===== src/rtl/mem_pkg.sv =====
// rtl/mem_pkg.sv - shared defaults, state type and counter limit for the memory responder
`ifndef WIDTH
`define WIDTH 8
`endif
`ifndef ADDR_WIDTH
`define ADDR_WIDTH 4
`endif

package mem_pkg;
   localparam int WIDTH_DEF      = `WIDTH;
   localparam int ADDR_WIDTH_DEF = `ADDR_WIDTH;
   localparam int DEPTH_DEF      = 2 ** `ADDR_WIDTH;
   localparam int CNT_WIDTH_DEF  = 16;

   // All-ones pattern wide enough for any counter up to 64 bits; truncated per instance.
   localparam logic [63:0] CNT_SAT = '1;

   typedef enum logic {
      INIT = 1'b0,
      RUN  = 1'b1
   } state_t;
endpackage


===== src/rtl/mem_array.sv =====
// rtl/mem_array.sv - DEPTH x WIDTH storage, one synchronous write port and one synchronous read port
module mem_array #(
   parameter int WIDTH      = 8,
   parameter int ADDR_WIDTH = 4,
   parameter int DEPTH      = 16
) (
   input  logic                  clk,
   input  logic                  we,
   input  logic [ADDR_WIDTH-1:0] waddr,
   input  logic [WIDTH-1:0]      wdata,
   input  logic                  re,
   input  logic [ADDR_WIDTH-1:0] raddr,
   output logic [WIDTH-1:0]      rdata
);
   logic [WIDTH-1:0] mem_q [DEPTH];
   logic [WIDTH-1:0] rdata_q, rdata_d;

   // Take the addressed word only on a read request; otherwise hold the last word.
   always_comb begin
      rdata_d = rdata_q;
      if (re) begin
         rdata_d = mem_q[raddr];
      end
   end

   // Storage and read register; no reset, contents are cleared by the responder's zero-fill.
   always_ff @(posedge clk) begin
      if (we) begin
         mem_q[waddr] <= wdata;
      end
      rdata_q <= rdata_d;
   end

   assign rdata = rdata_q;
endmodule


===== src/rtl/mem_responder.sv =====
// rtl/mem_responder.sv - valid/ready memory responder with zero-fill, reject logic and transfer counters
module mem_responder
   import mem_pkg::*;
#(
   parameter int WIDTH      = WIDTH_DEF,
   parameter int ADDR_WIDTH = ADDR_WIDTH_DEF,
   parameter int DEPTH      = DEPTH_DEF,
   parameter int CNT_WIDTH  = CNT_WIDTH_DEF
) (
   input  logic                  clk,
   input  logic                  rst,
   input  logic                  valid,
   input  logic                  wr_rd,
   input  logic [ADDR_WIDTH-1:0] addr,
   input  logic [WIDTH-1:0]      wdata,
   output logic                  ready,
   output logic [WIDTH-1:0]      rdata,
   output logic                  error,
   output logic                  init_done,
   output logic [CNT_WIDTH-1:0]  wr_count,
   output logic [CNT_WIDTH-1:0]  rd_count
);
   localparam logic [ADDR_WIDTH-1:0] LAST_ADDR = ADDR_WIDTH'(DEPTH - 1);
   localparam logic [ADDR_WIDTH:0]   DEPTH_W   = (ADDR_WIDTH + 1)'(DEPTH);
   localparam logic [CNT_WIDTH-1:0]  CNT_MAX   = CNT_WIDTH'(CNT_SAT);

   state_t                state_q, state_d;
   logic [ADDR_WIDTH-1:0] ptr_q, ptr_d;
   logic                  valid_q, valid_d;
   logic                  err_q, err_d;
   logic                  rd_ok_q, rd_ok_d;
   logic [CNT_WIDTH-1:0]  wr_cnt_q, wr_cnt_d;
   logic [CNT_WIDTH-1:0]  rd_cnt_q, rd_cnt_d;

   logic                  accept;
   logic                  mem_we;
   logic                  mem_re;
   logic [ADDR_WIDTH-1:0] mem_waddr;
   logic [WIDTH-1:0]      mem_wdata;
   logic [WIDTH-1:0]      mem_rdata;

   // FSM state and zero-fill pointer
   always_ff @(posedge clk or negedge rst) begin
      if (!rst) begin
         state_q <= INIT;
         ptr_q   <= '0;
      end else begin
         state_q <= state_d;
         ptr_q   <= ptr_d;
      end
   end

   // Walk the pointer through every word once, then stay in RUN until reset
   always_comb begin
      state_d = state_q;
      ptr_d   = ptr_q;
      case (state_q)
         INIT: begin
            ptr_d = ptr_q + 1'b1;
            if (ptr_q == LAST_ADDR) begin
               state_d = RUN;
               ptr_d   = '0;
            end
         end
         RUN:     state_d = RUN;
         default: state_d = INIT;
      endcase
   end

   // FSM outputs: zero-fill owns the write port in INIT, accepted writes own it in RUN
   always_comb begin
      init_done = (state_q == RUN);
      accept    = valid && (state_q == RUN) && ({1'b0, addr} < DEPTH_W);
      mem_re    = accept && !wr_rd;
      mem_we    = accept && wr_rd;
      mem_waddr = addr;
      mem_wdata = wdata;
      if (state_q == INIT) begin
         mem_we    = 1'b1;
         mem_waddr = ptr_q;
         mem_wdata = '0;
      end
   end

   // Completion status for next cycle and saturating transfer counters
   always_comb begin
      valid_d  = valid;
      err_d    = valid && !accept;
      rd_ok_d  = mem_re;
      wr_cnt_d = wr_cnt_q;
      rd_cnt_d = rd_cnt_q;
      if (mem_we && (state_q == RUN) && (wr_cnt_q != CNT_MAX)) begin
         wr_cnt_d = wr_cnt_q + 1'b1;
      end
      if (mem_re && (rd_cnt_q != CNT_MAX)) begin
         rd_cnt_d = rd_cnt_q + 1'b1;
      end
   end

   // Pipeline and counter registers; reset drops any in-flight completion
   always_ff @(posedge clk or negedge rst) begin
      if (!rst) begin
         valid_q  <= 1'b0;
         err_q    <= 1'b0;
         rd_ok_q  <= 1'b0;
         wr_cnt_q <= '0;
         rd_cnt_q <= '0;
      end else begin
         valid_q  <= valid_d;
         err_q    <= err_d;
         rd_ok_q  <= rd_ok_d;
         wr_cnt_q <= wr_cnt_d;
         rd_cnt_q <= rd_cnt_d;
      end
   end

   mem_array #(
      .WIDTH      (WIDTH),
      .ADDR_WIDTH (ADDR_WIDTH),
      .DEPTH      (DEPTH)
   ) u_mem_array (
      .clk   (clk),
      .we    (mem_we),
      .waddr (mem_waddr),
      .wdata (mem_wdata),
      .re    (mem_re),
      .raddr (addr),
      .rdata (mem_rdata)
   );

   assign ready    = valid_q;
   assign error    = err_q;
   assign rdata    = rd_ok_q ? mem_rdata : '0;
   assign wr_count = wr_cnt_q;
   assign rd_count = rd_cnt_q;
endmodule


===== config.mk =====
export PLATFORM = sky130hd
export DESIGN_NAME = mem_responder
export DESIGN_NICKNAME = d
export VERILOG_FILES = /design/src/rtl/mem_pkg.sv /design/src/rtl/mem_array.sv /design/src/rtl/mem_responder.sv
export SDC_FILE = /design/constraint.sdc
export NUM_CORES = 1
export LEC_CHECK = 0
export ABC_AREA = 1
export BUFFER_PORTS_ARGS = -buffer_cell sky130_fd_sc_hd__buf_4
export CAP_MARGIN = 30
export CORE_UTILIZATION = 50
export CTS_BUF_LIST = sky130_fd_sc_hd__clkbuf_4 sky130_fd_sc_hd__clkbuf_8
export CTS_CLUSTER_DIAMETER = 80
export CTS_CLUSTER_SIZE = 10
export DETAILED_ROUTE_END_ITERATION = 10
export PLACE_DENSITY = 0.68
export SLEW_MARGIN = 20
export SYNTH_ARGS = -nofsm -noshare
export SYNTH_HDL_FRONTEND = slang
export SYNTH_SLANG_ARGS = --single-unit
export TNS_END_PERCENT = 1

===== constraint.sdc =====
create_clock -name clk -period 3.9 [get_ports clk]
set_clock_uncertainty 0.15 [all_clocks]
set_input_delay 0.39 -clock clk [delete_from_list [all_inputs] [get_ports clk]]
set_output_delay 0.39 -clock clk [all_outputs]
set_load 0.02 [all_outputs]

==> key figures <==
Run status
  • Status: complete, no violations

STA
  • Min Tclk post-route: 2.67 ns
  • Fmax achieved: 375 MHz
  • Min Hold Slack: 0.223 ns
  • Actual slew at the worst max-slew pin: 0.770 ns
  • Period utilization: 0.684
  • Slew Limit Fails: 0
  • Final setup viols: 0
  • Fin Setup TNS: 0 ns
  • Max-slew headroom: 0.486
  • RSZ-0062 raised after global routing: no
  • Final worst slack: 1.23 ns
  • Final hold vios: 0

Final layout
  • Sequential cell area: 0.00508 mm^2
  • Fraction of final layout cells sized beyond drive strength 1: 0.129
  • P&R area growth vs syn: 11.7%
  • Multi-input logic area: 0.00245 mm^2
  • Layout Cells excl Fill: 1087
  • Net count, final: 882
  • Antenna Diode Count: 0
  • Fillers: 1315

Logic synthesis
  • Ys Warns: 0
  • Post-Syn Instances: 813
  • Area of the mapped netlist: 0.00798 mm^2
  • Area leader, netlist: edfxtp_1
  • Simple-Gate Fraction of Synth Area: 0.228
  • Post-synth EDFFs: 136
  • Largest cells by area after synthesis: edfxtp_1, dfrtp_1, nand2_1, nor2_1, nand3_1
  • Largest family of logic cells by synthesized area: simple AND/OR/NAND/NOR gates
  • Synth Register Bits: 176
  • Synth top area share: 0.512
  • Post-synth ARST share: 0.227
  • Synthesized Nets: 832
  • Post-synthesis mux area share: 0
  • Yosys cell types: 29
  • Sequential area share after synthesis: 0.637
  • Compound-Gate Fraction of Synth Area: 0.0596
  • Post-Synth Adder-Cell Area: 0.00470
  • Synth Area in XOR/XNOR: 0.0143
  • Syn avg cell area: 9.82 um^2
  • Post-synth top flop: edfxtp_1

Power and ir drop
  • Max IR drop VDD: 0.330 mV
  • Lkg Pwr: 3.64 nW
  • Pwr Density: 430 mW/mm^2
  • Pwr Total: 3.83 mW

Clock tree
  • Clk buf depth: 2
  • Latest clock arrival within the worst-skew pair: 0.47 ns
  • CTS Sinks: 176
  • TritonCTS buffer count: 17
  • Resized cells post-CTS: 0
  • H-tree depth: 4
  • Clk slew on worst S/H paths: 0.09 ns
  • CTS tree: done
  • Clk root buf: clkbuf_8

Floorplan
  • Initial Util: 0.519
  • Die outline width: 128 um
  • IO Pins: 59
  • Cell Rows: 45
  • Total Die Area: 0.0165 mm^2
  • Core ar.: 0.0154 mm^2
  • DIE HEIGHT: 128 um

Critical path
  • Crit Path Max Fanout: 22
  • Critical R2R Launch: init_done
  • WP data required: 3.86 ns
  • Reg2reg path depth: 4
  • Register-to-register setup slack: 1.23 ns
  • Worst setup startpoint: init_done
  • CP Data Arrival Time: 2.63 ns
  • Worst setup EP type: flop
  • Capturing point of the worst reg2reg path: u_mem_array.mem_q[9][5]
  • CP startpoint kind: flop
  • Worst setup path end: u_mem_array.mem_q[9][5]
  • Kind of critical path: reg2reg

Routing
  • Avg WL per Cell: 16.6 um
  • Initial DRC count: 535
  • Vias/cell: 5.26
  • 1st-pass router iterations: 5
  • Post-Route WL: 18.0 mm
  • Remaining DRCs: 0
  • Routed Antenna Nets: 0
  • Routed via count: 5713

Global routing
  • Antenna violations before repair: 0
  • Largest net degree at the start of global routing: 56
  • First-pass GRT wire length: 28.7 mm
  • Total global-route track usage: 0.238
  • Vias in the first global route: 5596
  • GR Overflow Total: 0

Place
  • Dpl cells: 1053
  • Worst slack, placed: 1.27 ns
  • Post-DP HPWL: 12.0 mm
  • I/O Buffers: 58
  • Final GP Congestion: 0.837

Worst hold path
  • Worst hold-check path type: in2reg

Flow run
  • Maxcap violations: 0
[metal layers]
metal  global-route usage  part of all wire
met3               0.0520             0.060
met2                0.376              0.47
met5                    0                 0
met1                0.319              0.45
met4                0.106             0.027
[sequential cells by signal (all words and copies together), names as in the netlist]
name and count:
ptr_q 4, u_mem_array.rdata 8, rd_ok_q 1, rd_count 16
init_done 1, error 1, ready 1, u_mem_array.mem_q 128
wr_count 16
[stage by stage]
step / utilization / instance area (um^2)
after global routing: 0.580 / 8920
after CTS: 0.580 / 8920
after floorplan: - / 7980
after global placement: 0.554 / 8520
final: 0.580 / 8920
after detailed placement: 0.554 / 8520
[where the power goes]
group / internal, mW / switching (mW)
logic: 0.165 / 0.302
registers: 2.08 / 0.0766
clock network: 0.564 / 0.647
total: 2.81 / 1.03
[cells by family (layout without fill, tap and decap cells)]
family                   count (synthesis)  in the layout
XOR/XNOR                                13             13
AO/OA/AOI/OAI                           80             80
flip-flops                             176            176
AND/OR/NAND/NOR                        436            436
buffers and inverters                  105            168
adder cells (fa/ha/maj)                  3              3
[worst min path at each step]
stage / from / end / cells after the start
6_report: addr[3] / u_mem_array.rdata[5] / 3
5_1_grt: addr[3] / u_mem_array.rdata[7] / 3
4_1_cts: addr[3] / u_mem_array.rdata[5] / 3
3_5_place_dp: rst / rd_count[9] / 1
3_3_place_gp: rst / rd_count[13] / 1
2_1_floorplan: rst / error / 0
[synthesized netlist by cell type (2+ instances only)]
| cell type | n |
|---|---|
| nand2_1 | 212 |
| edfxtp_1 | 136 |
| nor2_1 | 129 |
| nand3_1 | 70 |
| inv_1 | 69 |
| o21ai_0 | 44 |
| dfrtp_1 | 40 |
| buf_2 | 17 |
| o211ai_1 | 17 |
| nand4_1 | 9 |
| o21ai_1 | 9 |
| xnor2_1 | 7 |
| clkbuf_1 | 6 |
| xor2_1 | 6 |
| nor2_2 | 5 |
| nor2_4 | 5 |
| o21ai_2 | 5 |
| buf_6 | 4 |
| inv_2 | 4 |
| a21oi_1 | 3 |
| ha_1 | 3 |
| nand2_2 | 3 |
| buf_1 | 2 |
| buf_4 | 2 |
| nand3b_1 | 2 |
[layout make-up]
cell class | instances | share of cell area
sequential | 176 | 0.570
tap | 211 | 0.0296
clock inverter | 15 | 0.0160
inverter | 74 | 0.0311
timing repair buffer | 62 | 0.0527
multi-input combinational | 532 | 0.274
clock buffer | 17 | 0.0262
[placed cells by master (no fill, tap or decap), types with 5 or more instances in the layout]
cell	count
buf_4	60
xnor2_1	7
o21ai_0	44
nor2_1	129
nor2_2	5
nand3_1	70
inv_1	69
nor2_4	5
nand2_1	212
o21ai_1	9
dfrtp_1	40
edfxtp_1	136
nand4_1	9
o21ai_2	5
clkbuf_8	17
o211ai_1	17
xor2_1	6
[critical path, stage by stage, from the launching register on]
cell     delay [ns]
dfrtp_1        0.75
nand3_1        0.33
nand2_1        0.26
nand3_1        0.22
nor2_1         0.59
[what timing repair did]
item	4_1_cts	5_1_grt
buffers inserted	0	0
hold endpoints to repair	42	0
hold buffers	2	0
Note: power is estimated with default switching activity, not from simulation.
